File: src/rtl/ifu_fetch.sv
// Instruction fetch unit: owns the PC, issues in-order word fetches under a credit limit,
// and buffers returned words for decode. Optional IFU_BYPASS_EN forwards a response straight to decode.
module ifu_fetch #(
  parameter logic [31:0] RESET_PC   = 32'h8000_0000,
  parameter int          FIFO_DEPTH = 2
) (
  input  logic        clk,
  input  logic        rst,
  output logic        ifu_mem_req_valid,
  input  logic        ifu_mem_req_ready,
  output logic [31:0] ifu_mem_req_addr,
  input  logic        mem_ifu_rsp_valid,
  input  logic [31:0] mem_ifu_rsp_data,
  input  logic        mem_ifu_rsp_err,
  input  logic        ex_ifu_redirect,
  input  logic [31:0] ex_ifu_redirect_pc,
  output logic        ifu_id_valid,
  input  logic        id_ifu_ready,
  output logic [31:0] ifu_id_inst,
  output logic [31:0] pc_id_pc
);
  localparam int PW = $clog2(FIFO_DEPTH);
  localparam int CW = PW + 1;
  localparam logic [31:0] NOP    = 32'h0000_0013;
  localparam logic [31:0] EBREAK = 32'h0010_0073;

  typedef struct packed {
    logic [31:0] pc;
    logic [31:0] inst;
  } ent_t;

  ent_t          fifo_q [FIFO_DEPTH];
  logic [PW-1:0] wr_ptr, rd_ptr;
  logic [CW-1:0] count, outstanding, discard;
  logic [31:0]   fetch_pc, rsp_pc;

  logic [CW:0]   credit_used;
  logic          req_fire, rsp_keep, bypass, fifo_empty, push, pop;
  ent_t          rsp_ent, head;

  assign credit_used = {1'b0, outstanding} + {1'b0, count};
  assign ifu_mem_req_valid = !rst && !ex_ifu_redirect && (credit_used < (CW+1)'(FIFO_DEPTH));
  assign ifu_mem_req_addr  = fetch_pc;
  assign req_fire = ifu_mem_req_valid && ifu_mem_req_ready;

  // A faulting fetch turns into ebreak so the fault travels down the normal trap path.
  assign rsp_keep = mem_ifu_rsp_valid && (discard == '0) && !ex_ifu_redirect;
  assign rsp_ent  = {rsp_pc, (mem_ifu_rsp_err ? EBREAK : mem_ifu_rsp_data)};

  assign fifo_empty = (count == '0);
  assign head       = fifo_q[rd_ptr];
`ifdef IFU_BYPASS_EN
  assign bypass = fifo_empty && rsp_keep;
`else
  assign bypass = 1'b0;
`endif

  assign ifu_id_valid = !fifo_empty || bypass;
  assign ifu_id_inst  = !fifo_empty ? head.inst : (bypass ? rsp_ent.inst : NOP);
  assign pc_id_pc     = !fifo_empty ? head.pc   : (bypass ? rsp_ent.pc   : 32'h0);

  assign pop  = !fifo_empty && id_ifu_ready && !ex_ifu_redirect;
  assign push = rsp_keep && !(bypass && id_ifu_ready);

  always_ff @(posedge clk) begin
    if (push) fifo_q[wr_ptr] <= rsp_ent;
  end

  always_ff @(posedge clk or posedge rst) begin
    if (rst) begin
      fetch_pc    <= RESET_PC;
      rsp_pc      <= RESET_PC;
      wr_ptr      <= '0;
      rd_ptr      <= '0;
      count       <= '0;
      outstanding <= '0;
      discard     <= '0;
    end else if (ex_ifu_redirect) begin
      fetch_pc    <= {ex_ifu_redirect_pc[31:2], 2'b00};
      rsp_pc      <= {ex_ifu_redirect_pc[31:2], 2'b00};
      wr_ptr      <= '0;
      rd_ptr      <= '0;
      count       <= '0;
      // Everything still in flight belongs to the old path, including fetches an
      // earlier redirect already condemned, so discard covers all of outstanding.
      outstanding <= outstanding - CW'(mem_ifu_rsp_valid);
      discard     <= outstanding - CW'(mem_ifu_rsp_valid);
    end else begin
      if (req_fire) fetch_pc <= fetch_pc + 32'd4;
      if (rsp_keep) rsp_pc   <= rsp_pc + 32'd4;
      if (mem_ifu_rsp_valid && (discard != '0)) discard <= discard - CW'(1);
      outstanding <= outstanding + CW'(req_fire) - CW'(mem_ifu_rsp_valid);
      if (push) wr_ptr <= wr_ptr + PW'(1);
      if (pop)  rd_ptr <= rd_ptr + PW'(1);
      count <= count + CW'(push) - CW'(pop);
    end
  end
endmodule

File: config.mk
export PLATFORM = sky130hd
export DESIGN_NAME = ifu_fetch
export DESIGN_NICKNAME = d
export VERILOG_FILES = /design/src/rtl/ifu_fetch.sv
export SDC_FILE = /design/constraint.sdc
export NUM_CORES = 1
export LEC_CHECK = 0
export BUFFER_PORTS_ARGS = -buffer_cell sky130_fd_sc_hd__buf_2
export CAP_MARGIN = 20
export CORE_AREA = 2 2 148 150
export DETAILED_ROUTE_END_ITERATION = 10
export DIE_AREA = 0 0 150 152
export PLACE_DENSITY = 0.66
export SETUP_SLACK_MARGIN = 0.5
export SLEW_MARGIN = 10
export SYNTH_ARGS = -nofsm -noshare
export SYNTH_HDL_FRONTEND = slang
export SYNTH_SLANG_ARGS = --single-unit
File: constraint.sdc
create_clock -name clk -period 3.84 [get_ports clk]
set_clock_uncertainty 0.15 [all_clocks]
set_input_delay 0.192 -clock clk [delete_from_list [all_inputs] [get_ports clk]]
set_output_delay 0.192 -clock clk [all_outputs]
set_load 0.005 [all_outputs]
-- Yosys cells after proc, flatten, opt, wreduce, memory -nomap -nowiden
Memories as Yosys holds them, arrays and structs flattened.
Cells that the tools add are included.
- add/sub/neg operators: 11
- order comparisons: 1
- multiplexer cells: 17
- reductions and logical operators: 18
- operator list (kind ; count):
    $mux W32 ; 7
    $add A32 B3 Y32 const B ; 2
    $reduce_bool A2 Y1 ; 5
    $logic_and A1 B1 Y1 ; 8
    $mux W2 ; 4
    $mux W1 ; 6
    $sub A2 B1 Y2 ; 3
    $add A2 B1 Y2 ; 2
    $logic_not A2 Y1 ; 2
    $add A2 B2 Y3 ; 1
    $logic_not A1 Y1 ; 3
    $lt A3 B2 Y1 const B ; 1
    $add A1 B1 Y1 const B ; 2
    $sub A2 B1 Y2 const B ; 1
- register bits: 72
- RAM bits: 128
- input bits: 71
- output and inout port bits: 98
- word-level logic and storage cells: 55
- memories kept: 1
- memories (memory ; depth ; bits a word ; rd ports ; clocked after memory_dff ; wr ports ; line ; source):
    fifo_q ; 2 ; 64 ; 1 ; 0 ; 1 ; 32 ; ent_t fifo_q [FIFO_DEPTH];

-- Longest topological paths before layout
- depth in word-level cells: 7
- mapped depth: 10
- mapped depth without buffers: 10

-- Worst setup path before layout
Ideal clock, no wire load.
- kind: input to register
- start: in ex_ifu_redirect
- end: mem fifo_q[0][0] (netlist bit), enable pin
- library setup time: 0.482 ns
- arrival: 3.823 ns
- data required time: 3.208 ns
- path slack: -0.615 ns
- stages on the path: 6
- path through: clkbuf_1 -> clkinv_1 -> clkbuf_1 -> buf_1 -> nand3_1 -> nor2_1
- longest elaborated chain between the ends: 4
- RTL lines (item ; line ; source):
    from (decl) ; 15 ; input logic ex_ifu_redirect,
    $logic_not A1 Y1 ; 47 ; assign rsp_keep = mem_ifu_rsp_valid && (discard == '0) && !ex_ifu_redirect;
    $logic_and A1 B1 Y1 ; 47 ;
    $mux W1 ; 66 ; if (push) fifo_q[wr_ptr] <= rsp_ent;
    $mux W1 (implied by the code) ; 66 ;
    to (decl) ; 32 ;
Every way passes these cells.

-- Final worst setup path
- start: reg count[0]
- end: reg fetch_pc[12] (netlist: ifu_mem_req_addr[12])
- longest elaborated chain between the ends: 5
- RTL lines (item ; line ; source):
    from (decl) ; 34 ; logic [CW-1:0] count, outstanding, discard;
    from (signal assigned) ; 95 ; count <= count + CW'(push) - CW'(pop);
    $add A2 B2 Y3 ; 41 ; assign credit_used = {1'b0, outstanding} + {1'b0, count};
    $lt A3 B2 Y1 ; 42 ; assign ifu_mem_req_valid = !rst && !ex_ifu_redirect && (credit_used < (CW+1)'(FIFO_DEPTH));
    $logic_and A1 B1 Y1 ; 42 ;
    $logic_and A1 B1 Y1 ; 44 ; assign req_fire = ifu_mem_req_valid && ifu_mem_req_ready;
    $reduce_bool A2 Y1 (no line) ; n/a ;
    to (signal assigned) ; 79 ; fetch_pc <= {ex_ifu_redirect_pc[31:2], 2'b00};
    to (signal assigned) ; 89 ; if (req_fire) fetch_pc <= fetch_pc + 32'd4;
    to (decl) ; 35 ; logic [31:0] fetch_pc, rsp_pc;
Every way passes these cells.
A chain may end at the register's enable or synchronous reset.

==> flow_summary_export.csv <==
group,metric,value,unit
outcome,outcome,"complete, no violations",
floorplan,io_pins,169,
place,hpwl,13400,um
pwr,power.leakage,4.32,nW
critical_path,start_kind,"flop",
global_route,grt_pass1_vias,6263,
place,place_area,0.0101,mm2
layout,fin_nets,1029,
global_route,grt_use_total,18.1,%
critical_path,setup.worst_path.end_class,"flop",
clocking,cts_htree_levels,4,
critical_path,regToRegEndpoint,"ifu_mem_req_addr[12]",
floorplan,die_area,0.0228,mm2
sta,finalCritPeriodShare,80.9,%
layout,antenna_cells,0,
synthesis,ys_types,55,
hold_path,hold_path.startpoint,"ex_ifu_redirect_pc[21]",
pwr,seq_power_share,48.5,%
sta,drv_slew,0,
global_route,grt_overflow,0,
pwr,peakVddDrop,0.321,mV
hold_path,hold_class,"input pin to flop",
critical_path,r2r_cells,6,
clocking,cts_buffer_depth,2,
global_route,grt_max_degree,71,
global_route,gr-usage-met1,24.4,%
layout,design_area,0.0113,mm2
hold_path,min_to,"rsp_pc[21]",
global_route,met3_usage,4.11,%
global_route,antenna_found_initial,0,
synthesis,synth-async-reset-ratio,35.4,%
clocking,insertion_delay,0.42,ns
routing,vias_per_cell,5.25,
synthesis,synth-edff-count,124,
critical_path,r2r-start,"count[0]",
routing,drtIter0Drc,390,
sta,setup_slack,0.732,ns
routing,route.antenna.remaining_nets,0,
layout,drive_gt1_share,24.8,%
critical_path,crit_type,"flop to flop",
routing,first_pass_iters,5,
clocking,numCtsBuffers,17,
sta,relSlewSlack,38.0,%
sta,tns,0,ns
pwr,intPower,3.78,mW
sta,worst_pin_slew,0.928,ns
pwr,clkPwrFrac,31.9,%
place,port_buffers,162,
layout,final_cell_mix,"buf_2 (162), edfxtp_1 (124), nor2_1 (93)",
critical_path,worst_ep_arrival_time,3.27,ns
synthesis,synth-seq-area-share,60.1,%
hold_path,hold_depth,3,
floorplan,fp.dieH,152,um
sta,final-hold-violation-count,0,
global_route,grt_pass1_wl,32600,um
place,pre_cts_slack,0.731,ns
floorplan,rows,54,
sta,setup_viol,0,
routing,vias,6517,
critical_path,rrSetupSlack,0.73,ns
clocking,cts_resized,0,
layout,areaGrowthSynthToFinish,25.6,%
pwr,power,5.31,mW
floorplan,initial_core_util,42.3,%
synthesis,syn-cell-area,0.00903,mm2
routing,wl,20600,um
pwr,p_sw,1.53,mW
clocking,clkSinkCount,192,
pwr,netSwitchingFraction,28.8,%
clocking,postCtsSetupBuffers,0,
global_route,grt.busiest_layer,"met2",
sta,grt_setup_unrepaired,"no",
pwr,combPwrFrac,19.6,%
routing,wire_per_inst,16.6,um
clocking,clockRootBuffer,"clkbuf_16",
place,finalWeightedCongestion,0.827,
layout,layout_commonest_cell,"buf_2",
floorplan,coreArea,0.0214,mm2
synthesis,synth.avg_cell_area,12.3,um2
synthesis,yosys_warnings,0,
clocking,cts_tree,"built",
synthesis,synth_seq_cells,192,
sta,fin_crit,3.11,ns
synthesis,synth_ff_type,"edfxtp_1",
critical_path,crit_fanout,9,
clocking,clkTransAtPathRegs,0.07,ns
global_route,met2_usage,29.9,%
critical_path,required,4.00,ns
synthesis,syn_inst,736,
run,max-cap-violations,0,
pwr,p_per_area,469,mW/mm2
floorplan,die_w,150,um
routing,drc,0,
sta,timing.fmax,0.322,GHz
[registers in the layout, summed over array words and instances (netlist names)]
name	flops
fifo_q	124
rsp_pc	30
discard	2
ifu_mem_req_addr	30
rd_ptr	1
wr_ptr	1
count	2
outstanding	2
[cell families (layout without fill, tap and decap cells)]
family	after synthesis	in the layout	synth area share, %
buffers and inverters	57	280	2.68
AND/OR/NAND/NOR	288	288	17.7
XOR/XNOR	28	28	2.72
multiplexers	81	81	9.22
adder cells (fa/ha/maj)	9	9	1.33
other	1	4	0.0415
AO/OA/AOI/OAI	80	80	6.18
flip-flops	192	192	60.1
[synthesized netlist by cell type, types with 4 or more instances]
master / number / share of area, %
dfrtp_1: 66 / 18
buf_4: 4 / 0.33
o31ai_1: 12 / 1.0
o21ai_0: 9 / 0.50
edfxtp_1: 124 / 41
mux2i_1: 64 / 7.1
and3_1: 10 / 0.69
nor3_1: 5 / 0.28
a31oi_1: 23 / 1.6
or4_1: 12 / 1.0
nor2_1: 96 / 4.0
nand3_1: 17 / 0.94
nor2b_1: 33 / 2.3
nand4_1: 27 / 1.9
or2_2: 6 / 0.42
nand2_1: 27 / 1.1
inv_1: 15 / 0.62
mux2_2: 16 / 2.0
or3_1: 8 / 0.55
buf_2: 4 / 0.22
buf_1: 10 / 0.42
and4_1: 17 / 1.6
o311a_1: 7 / 0.78
a21oi_1: 8 / 0.44
xor2_1: 10 / 0.97
clkbuf_1: 22 / 0.91
a211oi_1: 10 / 0.83
o31a_1: 5 / 0.49
and2_1: 7 / 0.49
nor4_1: 9 / 0.62
ha_1: 8 / 1.1
xnor2_1: 18 / 1.7
[per-layer routing]
| metal | part of all wire (%) | vias to the layer above |
|---|---|---|
| met4 | 0.91 | 0 |
| met1 | 45 | 3129 |
| met2 | 48 | 193 |
| met5 | 0 | - |
| li1 | - | 3181 |
| met3 | 5.5 | 14 |
[repair_timing]
item	4_1_cts	5_1_grt
endpoints found under the setup margin	0	0
hold buffers	63	0
endpoints found under the hold margin	158	0
[worst max-delay path, stage by stage, from the launching register on]
cell and delay, ns:
dfrtp_1 0.42, and2_1 0.16, fa_1 0.51, or4b_1 0.81, nor4_4 0.53, xor2_1 0.12
mux2_1 0.30
[worst max path at each step]
stage	endpoint	start	slack [ns]
6_report	ifu_mem_req_addr[12]	count[0]	0.73
5_1_grt	ifu_mem_req_addr[12]	count[0]	0.57
4_1_cts	ifu_mem_req_addr[12]	count[0]	0.71
3_5_place_dp	ifu_mem_req_addr[12]	count[0]	0.73
3_3_place_gp	ifu_mem_req_addr[12]	count[0]	0.76
2_1_floorplan	fifo_q[0][0]	ex_ifu_redirect	0.39
[power groups by stage]
stage               Clock [mW]  Sequential [mW]  Combinational, mW
finish                    1.70             2.58               1.04
global route              1.82             2.60               1.16
CTS                       1.74             2.61               1.01
detailed placement           0             2.66              0.959
global placement             0             2.65              0.944
floorplan                    0             2.55              0.675
[through the flow]
step	utilization [%]	cells	hold slack, ns
6_report	53.1	1242	0.0381
3_3_place_gp	47.4	1146	0.285
4_1_cts	53.0	1241	0.0219
2_1_floorplan	-	739	0.159
3_5_place_dp	47.4	1146	0.286
5_1_grt	53.1	1242	0.0400
[cell type report]
class,instances,area (um2)
Multi-Input combinational cell,490,3390
Fill cell,1823,10000
Inverter,16,60.1
Tap cell,280,350
Sequential cell,192,5430
Timing Repair Buffer,232,1540
Clock buffer,18,429
Clock inverter,14,135
No activity file was read; power rests on OpenSTA's default activity.
